===== config.mk =====
export PLATFORM = sky130hd
export DESIGN_NAME = cond_unit
export DESIGN_NICKNAME = d
export VERILOG_FILES = /design/src/rtl/cond_unit.sv
export SDC_FILE = /design/constraint.sdc
export NUM_CORES = 1
export LEC_CHECK = 0
export CAP_MARGIN = 20
export CORE_MARGIN = 2
export CORE_UTILIZATION = 35
export DETAILED_ROUTE_END_ITERATION = 10
export GPL_TIMING_DRIVEN = 0
export PLACE_DENSITY = 0.73
export SLEW_MARGIN = 20
export SYNTH_ARGS = -nofsm -noshare
export SYNTH_HDL_FRONTEND = slang
export SYNTH_SLANG_ARGS = --single-unit

===== constraint.sdc =====
create_clock -name clk -period 1.6 [get_ports clk]
set_input_delay 0.16 -clock clk [delete_from_list [all_inputs] [get_ports clk]]
set_output_delay 0.16 -clock clk [all_outputs]
set_load 0.02 [all_outputs]

===== src/rtl/cond_unit.sv =====
// Condition-check stage: latches ALU NZCV flags and gates the write-enable and
// branch strobes of the instruction entering execute by its condition field.
module cond_unit #(
    parameter bit         BYPASS    = 1'b1,
    parameter logic [3:0] RST_FLAGS = 4'b0000
) (
    input  logic       clk,
    input  logic       rst_n,
    input  logic       stall_i,
    input  logic       flush_i,
    input  logic [3:0] banderas_i,
    input  logic       flag_we_i,
    input  logic       valid_i,
    input  logic [3:0] cond_i,
    input  logic       reg_we_i,
    input  logic       mem_we_i,
    input  logic       branch_i,
    output logic       valid_o,
    output logic       cond_ok_o,
    output logic       reg_we_o,
    output logic       mem_we_o,
    output logic       pc_src_o,
    output logic [3:0] flags_o
);

    // Handshake: valid_i qualifies the instruction fields in the same cycle;
    // there is no ready, the upstream holds via stall_i and kills via flush_i.

    logic [3:0] flags_q, flags_d;
    logic [3:0] eff_flags;
    logic       ok;
    logic       flag_n, flag_z, flag_c, flag_v;

    logic valid_q, valid_d;
    logic cond_ok_q, cond_ok_d;
    logic reg_we_q, reg_we_d;
    logic mem_we_q, mem_we_d;
    logic pc_src_q, pc_src_d;

    // The forwarded value is used even while stalled; only capture is frozen.
    assign eff_flags = (BYPASS && flag_we_i) ? banderas_i : flags_q;
    assign flag_n    = eff_flags[3];
    assign flag_z    = eff_flags[2];
    assign flag_c    = eff_flags[1];
    assign flag_v    = eff_flags[0];

    always_comb begin
        ok = 1'b0;
        case (cond_i)
            4'b0000: ok = flag_z;
            4'b0001: ok = !flag_z;
            4'b0010: ok = flag_c;
            4'b0011: ok = !flag_c;
            4'b0100: ok = flag_n;
            4'b0101: ok = !flag_n;
            4'b0110: ok = flag_v;
            4'b0111: ok = !flag_v;
            4'b1000: ok = flag_c && !flag_z;
            4'b1001: ok = !flag_c || flag_z;
            4'b1010: ok = (flag_n == flag_v);
            4'b1011: ok = (flag_n != flag_v);
            4'b1100: ok = !flag_z && (flag_n == flag_v);
            4'b1101: ok = flag_z || (flag_n != flag_v);
            4'b1110: ok = 1'b1;
            4'b1111: ok = 1'b0;
            default: ok = 1'b0;
        endcase
    end

    // Flush does not block the flag write: the producer is older than the
    // instruction being killed.
    always_comb begin
        flags_d = flags_q;
        if (flag_we_i && !stall_i) begin
            flags_d = banderas_i;
        end
    end

    always_comb begin
        valid_d   = valid_q;
        cond_ok_d = cond_ok_q;
        reg_we_d  = reg_we_q;
        mem_we_d  = mem_we_q;
        pc_src_d  = pc_src_q;
        if (flush_i) begin
            valid_d   = 1'b0;
            cond_ok_d = 1'b0;
            reg_we_d  = 1'b0;
            mem_we_d  = 1'b0;
            pc_src_d  = 1'b0;
        end else if (!stall_i) begin
            valid_d   = valid_i;
            cond_ok_d = valid_i && ok;
            reg_we_d  = valid_i && ok && reg_we_i;
            mem_we_d  = valid_i && ok && mem_we_i;
            pc_src_d  = valid_i && ok && branch_i;
        end
    end

    always_ff @(posedge clk or negedge rst_n) begin
        if (!rst_n) begin
            flags_q   <= RST_FLAGS;
            valid_q   <= 1'b0;
            cond_ok_q <= 1'b0;
            reg_we_q  <= 1'b0;
            mem_we_q  <= 1'b0;
            pc_src_q  <= 1'b0;
        end else begin
            flags_q   <= flags_d;
            valid_q   <= valid_d;
            cond_ok_q <= cond_ok_d;
            reg_we_q  <= reg_we_d;
            mem_we_q  <= mem_we_d;
            pc_src_q  <= pc_src_d;
        end
    end

    assign valid_o   = valid_q;
    assign cond_ok_o = cond_ok_q;
    assign reg_we_o  = reg_we_q;
    assign mem_we_o  = mem_we_q;
    assign pc_src_o  = pc_src_q;
    assign flags_o   = flags_q;

endmodule


---- After elaboration in Yosys (flattened, before gate mapping) ----
Index checks and enable logic that the tools add are counted.
cells by class
  multiplexer cells ....................... 12
  reductions and logical operators ........ 15
  equality and inequality tests ........... 18
operators with widths
  kind                                                   count
  equality test 4 bit, second input constant             8
  equality test 4 x 3 -> 1 bit, second input constant    4
  case mux 1 bit (16 select lines)                       1
  two-way mux 1 bit                                      10
  equality test 4 x 2 -> 1 bit, second input constant    2
  logical AND 1 bit                                      7
  logical NOT 1 bit                                      5
  equality test 4 x 1 -> 1 bit, second input constant    1
  logical NOT 4 bit                                      1
  two-way mux 4 bit                                      1
  logical OR 1 bit                                       2
  inequality test 2 x 1 -> 1 bit, second input constant  1
  equality test 1 bit                                    1
  inequality test 1 bit                                  1
word-level totals
  flip-flop bits (word level) ............. 9
  logic and storage cells ................. 51

---- Logic depth before layout (Yosys ltp) ----
Gate-level depths: netlist of run 1.
  depth in word-level cells ............... 8
  gate-level depth with buffers ........... 7

---- Worst setup path before layout of run 1 ----
No wires, ideal clock.
  path type ............................... register -> register
  start ................................... reg flags_q[0] (netlist: flags_o[0])
  end ..................................... reg mem_we_q (netlist: mem_we_o)
  cell stages (with the launch flop) ...... 7
  period minus slack after synthesis ...... 1.773 ns
  path slack .............................. -0.173 ns
  required time ........................... 1.479 ns
  buffers on the path ..................... 0
  data arrival time ....................... 1.652 ns
  cell sequence ........................... dfrtp_1 mux4_2 xor2_1 nand3b_1 a21oi_1 a41o_2 a22o_1
between the ends
  word-level cells in the longest chain between the ends .. 8
  elaborated cells on any way between the ends .. 11
RTL lines
  element                                                              line    RTL
  start, declared                                                      29      logic [3:0] flags_q, flags_d;
  start signal, assigned                                               109     flags_q <= flags_d;
  two-way mux 4 bit *                                                  41      assign eff_flags = (BYPASS && flag_we_i) ? banderas_i : flags_q;
  inequality test 1 bit / equality test 1 bit (equally long branches)  -
  logical OR 1 bit / logical AND 1 bit (equally long branches)         63, 62
  case mux 1 bit (16 select lines) *                                   49      case (cond_i)
  logical AND 1 bit * (2 in series)                                    95      mem_we_d = valid_i && ok && mem_we_i;
  two-way mux 1 bit *                                                  91      end else if (!stall_i) begin
  two-way mux 1 bit *                                                  85      if (flush_i) begin
  end signal, assigned                                                 113     mem_we_q <= mem_we_d;
  end, declared                                                        37      logic mem_we_q, mem_we_d;
Every way passes the cells marked *; elsewhere a longest branch is shown, timed or not. The select of a mux whose other input is x is not followed.
A chain may end at the register's enable or synchronous reset.

---- Worst setup path in the final report of run 1 ----
  start ................................... reg flags_q[3] (netlist: flags_o[3])
  end ..................................... reg pc_src_q (netlist: pc_src_o)
between the ends
  word-level cells in the longest chain between the ends .. 8
  elaborated cells on any way between the ends .. 11
RTL lines
  element                                                              line    RTL
  two-way mux 4 bit *                                                  41
  inequality test 1 bit / equality test 1 bit (equally long branches)  -
  logical OR 1 bit / logical AND 1 bit (equally long branches)         63, 62
  case mux 1 bit (16 select lines) *                                   49
  logical AND 1 bit * (2 in series)                                    96      pc_src_d = valid_i && ok && branch_i;
  two-way mux 1 bit *                                                  91
  two-way mux 1 bit *                                                  85
  end signal, assigned                                                 114     pc_src_q <= pc_src_d;
  end, declared                                                        38      logic pc_src_q, pc_src_d;
Marks and branches as above.

==> results of run 1 <==
stage by stage:
stage	power (uW)	utilization	worst slack, ns	TNS [ns]
2_1_floorplan	385	-	-0.145	-0.551
3_3_place_gp	493	0.547	-0.622	-2.59
3_5_place_dp	495	0.547	-0.621	-2.62
4_1_cts	670	0.563	-0.191	-0.719
5_1_grt	705	0.568	-0.252	-0.933
6_report	662	0.568	-0.173	-0.646
cell type report:
class,instances,area (um^2)
Sequential cell,9,228
Tap cell,16,20.0
Timing Repair Buffer,25,246
Buffer,1,3.75
Fill cell,146,651
Multi-Input combinational cell,40,332
Clock buffer,4,26.3
synthesized netlist by cell type, drive strengths merged:
master,number
a2111oi,1
a21o,1
a22o,3
mux4,1
a211oi,2
o22ai,1
nand2,2
nand3b,1
o21ai,2
and3b,1
and2,1
or3b,1
a21oi,1
nor2,4
mux2i,3
a41o,1
nor3b,1
nor2b,3
mux2,6
xor2,2
xnor2,2
clkbuf,1
dfrtp,9
critical path, cell delays in order (launching register included):
cell,delay [ns]
dfrtp_2,0.42
mux4_2,0.47
xor2_1,0.16
nand3b_1,0.10
a21oi_1,0.07
a41o_2,0.27
a22o_1,0.18
worst paths after layout:
path | depth (start not counted) | endpoint
min | 1 | cond_ok_o$_DFFE_PN0P_
max in group asynchronous | 1 | flags_o[3]$_DFFE_PN0P_
min in group clk | 1 | cond_ok_o$_DFFE_PN0P_
max | 6 | pc_src_o$_DFFE_PN0P_
max reg2reg | 6 | pc_src_o$_DFFE_PN0P_
min reg2reg | 1 | cond_ok_o$_DFFE_PN0P_
sequential cells by signal, summed over array words and instances, names as in the netlist:
signal     count
valid_o        1
cond_ok_o      1
reg_we_o       1
flags_o        4
pc_src_o       1
mem_we_o       1
cells by family after synthesis:
logic type                count (synthesis)  share of synthesized area
and+or+nand+nor                          14                      0.143
AOI/OAI and AO/OA                        12                      0.172
muxes                                    10                      0.214
DFF                                       9                      0.402
xor gates and xnor gates                  4                     0.0625
buffers and inverters                     1                    0.00669
per-layer routing:
layer  track usage  routed length, um  vias to the layer above
li1              -                  -                      247
met3        0.0163                 69                        0
met5             0                  0                        -
met1         0.183                563                      222
met4        0.0545                  0                        0
met2         0.221                577                       14
repair_timing:
| item | in CTS | in global routing |
|---|---|---|
| setup buffers | 0 | 1 |
| pin swaps | 0 | 0 |
| resized for setup | 1 | 0 |
| setup endpoints to repair | 4 | 4 |
report_power, final:
group          internal (uW)  switching (uW)
clock network           95.6            72.1
registers                250            15.9
logic                    129            98.9
==> flow_summary.ini, run 1 <==
[place]
io_buffers = 24
finalWeightedCongestion = 0.776
place_area_um2 = 823
dpl.cell_count = 90

[cts]
cts-root-buf = clkbuf_4
clockBufferDepth = 2
cts_htree_levels = 1
clk_pin_slew_ns = 0.06
clkLatencyLatePin_ns = 0.25
clock-sinks = 9
holdBufCountCts = 0
numCtsBuffers = 3
cts_tree = yes

[synth]
synth_top_area_cell = dfrtp_1
yosysTopAreaCellShare = 0.402
yosys_warnings = 0
ys_seq_area_frac = 0.402
synth_area_um2 = 561
yosys_register_bits = 9
syn_area_per_cell_um2 = 11.2
synth_nets = 67
synthTopCellsByArea = dfrtp_1, mux2_2, mux2i_1
ys_types = 24
syn_inst = 50

[layout]
layout_common_cells = clkdlybuf4s50_1, dfrtp_1, mux2_2, nor2_1
layout_commonest_cell = clkdlybuf4s50_1
fin_area_um2 = 856
final_cells = 95
syn_to_final_growth_pct = 52.7
layout-drive-gt1-share = 0.203
fin_nets = 97
n_antenna_cell = 0

[detailed_routing]
viasPerCell = 5.08
via_count = 483
first_iter_violations = 5
wl_per_cell_um = 12.7
routed_wl_mm = 1.21
final_antenna_net_count = 0
drc = 0
dr.pass1.iters = 4

[worst_setup_path]
worstSetupStartpointType = flop
worstSetupPathType = reg2reg
required_ns = 1.74
arrival_ns = 1.91
crit_path_start = flags_o[3]$_DFFE_PN0P_
worstPathMaxFanout = 4
r2r_slack_ns = -0.17
rr_startpoint = flags_o[3]$_DFFE_PN0P_
end_kind = flop

[power_and_ir_drop]
power_density_nw_per_um2 = 774
power_leakage_uw = 0.000353
peakVddDrop_mv = 0.505

[die]
core-area_um2 = 1510
die_w_um = 44.0
die_area_um2 = 1940
start_util = 0.372
rows = 14
io_pins = 26
die_y_um = 44.0

[timing]
setup_viol = 4
fin_ws_ns = -0.173
max_slew_margin = 0.741
fin_skew_ns = 0.00262
rsz0062_at_grt = yes
whs_ns = 0.194
fmax_mhz = 564
worst_pin_slew_ns = 0.387
layout_min_cycle_time_ns = 1.77
finalCritPeriodShare = 1.11
hold_violations = 0
drv_slew = 0

[global_routing]
grt_pass1_vias = 470
antenna_found_initial = 0
grt_first_pass_wirelength_mm = 1.98
grt_usage = 0.135
grt-ovfl-total = 0
grt_max_degree = 10

[outcome]
status = complete, but fails checks
violations = negative setup slack

[job]
drv_cap = 0

[hold_path]
hold_class = in2async
Note: power is estimated with default switching activity, not from simulation.
==> run 2: changes to the inputs <==
--- a/config.mk
+++ b/config.mk
@@ -7,10 +7,11 @@
 export LEC_CHECK = 0
 export CAP_MARGIN = 20
 export CORE_MARGIN = 2
-export CORE_UTILIZATION = 35
+export CORE_UTILIZATION = 42
 export DETAILED_ROUTE_END_ITERATION = 10
+export GPL_ROUTABILITY_DRIVEN = 0
 export GPL_TIMING_DRIVEN = 0
-export PLACE_DENSITY = 0.73
+export PLACE_DENSITY = 0.81
 export SLEW_MARGIN = 20
 export SYNTH_ARGS = -nofsm -noshare
 export SYNTH_HDL_FRONTEND = slang
==> constraint.sdc (replaced) <==
create_clock -name clk -period 2.05 [get_ports clk]
set_input_delay 0.205 -clock clk [delete_from_list [all_inputs] [get_ports clk]]
set_output_delay 0.205 -clock clk [all_outputs]
set_load 0.02 [all_outputs]
==> run 2 against run 1 <==
Compared with the run above:
- clock-buffer cell count down 1
- cell count down 2.1%
- critical path type is now in2reg
- worst setup slack better by 0.43 ns
- the flow now finishes without violations
- highest routed layer unchanged
==> flow_summary.ini, run 2 (same netlist as run 1, synthesis figures left out) <==
[outcome]
status = finished, final reports clean

[worst_setup_path]
rr_startpoint = flags_o[0]$_DFFE_PN0P_
crit_end = reg_we_o$_DFFE_PN0P_
worstPathMaxFanout = 4
reg2reg_to = reg_we_o$_DFFE_PN0P_
crit_path_start = banderas_i[3]
r2r_slack_ns = 0.25
ff2ff_path_depth = 6
required_ns = 2.19
arrival_ns = 1.94
worstSetupPathType = in2reg
end_kind = flop
worstSetupStartpointType = input port

[detailed_routing]
dr.pass1.iters = 4
routed_wl_mm = 1.25
wl_per_cell_um = 13.4
first_iter_violations = 2
viasPerCell = 5.42
drc = 0
via_count = 504
final_antenna_net_count = 0

[power_and_ir_drop]
peakVddDrop_mv = 0.491
power_density_nw_per_um2 = 607
power_leakage_uw = 0.000360
total_power_uw = 516

[timing]
worst_pin_slew_ns = 0.371
final.setup.tns_ns = 0
setup_viol = 0
fin_skew_ns = 0.00522
rsz0062_at_grt = no
fmax_mhz = 556
fin_ws_ns = 0.252
max_slew_margin = 0.752
hold_violations = 0
drv_slew = 0
finalCritPeriodShare = 0.877
layout_min_cycle_time_ns = 1.80

[cts]
clockBufferDepth = 2
clkLatencyLatePin_ns = 0.26
clock-sinks = 9
cts_htree_levels = 1
numCtsBuffers = 3
cts-root-buf = clkbuf_4
cts_tree = yes
clk_pin_slew_ns = 0.06

[hold_path]
hold_class = in2async

[die]
die_area_um2 = 1640
io_pins = 26
start_util = 0.442
core-area_um2 = 1270
rows = 13
die_w_um = 40.5
die_y_um = 40.5

[job]
drv_cap = 0

[layout]
multi_input_area_um2 = 332
final_util = 0.670
syn_to_final_growth_pct = 51.6
fin_nets = 96
largest_reg_flops = 4
fill_cells = 102
fin_area_um2 = 850
regArea_um2 = 225
layout_commonest_cell = clkdlybuf4s50_1
n_antenna_cell = 0
layout-drive-gt1-share = 0.179
layout_common_cells = clkdlybuf4s50_1, dfrtp_1, mux2_2, nor2_1

[global_routing]
grt-ovfl-total = 0
grt_first_pass_wirelength_mm = 1.91
antenna_found_initial = 0
grt_max_degree = 10
grt_usage = 0.176
grt_pass1_vias = 465

[place]
dp_hpwl_um = 974
post-place-ws_ns = -0.214
place_area_um2 = 820
io_buffers = 24
run 2: worst max-delay path, cell delays in order:
cell	delay (ns)
clkdlybuf4s50_1	0.47
mux4_2	0.48
xor2_1	0.15
nand3b_1	0.10
a21oi_1	0.08
a41o_2	0.27
a22o_1	0.18
run 2: worst min-delay path by stage:
stage	depth (start not counted)	end	slack, ns	startpoint
4_1_cts	1	flags_o[2]$_DFFE_PN0P_	0.23	rst_n
2_1_floorplan	0	cond_ok_o$_DFFE_PN0P_	-0.09	rst_n
6_report	1	flags_o[2]$_DFFE_PN0P_	0.22	rst_n
5_1_grt	1	flags_o[2]$_DFFE_PN0P_	0.25	rst_n
3_3_place_gp	1	cond_ok_o$_DFFE_PN0P_	0.48	cond_ok_o$_DFFE_PN0P_
3_5_place_dp	1	cond_ok_o$_DFFE_PN0P_	0.48	cond_ok_o$_DFFE_PN0P_
run 2: stage by stage:
step	hold WS (ns)	instances
4_1_cts	0.233	93
5_1_grt	0.254	93
3_3_place_gp	0.481	89
3_5_place_dp	0.480	89
6_report	0.225	93
2_1_floorplan	-0.0906	50
run 2: power by group:
group	switching [uW]	internal (uW)
sequential	13.6	194
combinational	76.7	97.9
clock	61.5	71.8
total	152	364
run 2: area by class of cell:
cell class | instances | share of cell area
timing repair buffer | 24 | 0.286
tap | 15 | 0.0221
sequential | 9 | 0.265
multi-input combinational | 40 | 0.390
clock inverter | 1 | 0.00589
buffer | 1 | 0.00442
clock buffer | 3 | 0.0265
run 2: what timing repair did:
action                                  4_1_cts  5_1_grt
resized for setup                             0        1
hold buffers                                  0        0
endpoints found under the setup margin        0        2
buffers inserted                              0        0
run 2: layer usage:
| metal | share of wire | GRT usage | vias to the layer above |
|---|---|---|---|
| met3 | 0.053 | 0.0167 | 0 |
| met5 | 0 | 0 | - |
| li1 | - | - | 246 |
| met1 | 0.44 | 0.226 | 241 |
| met4 | 0 | 0.100 | 0 |
| met2 | 0.50 | 0.286 | 17 |
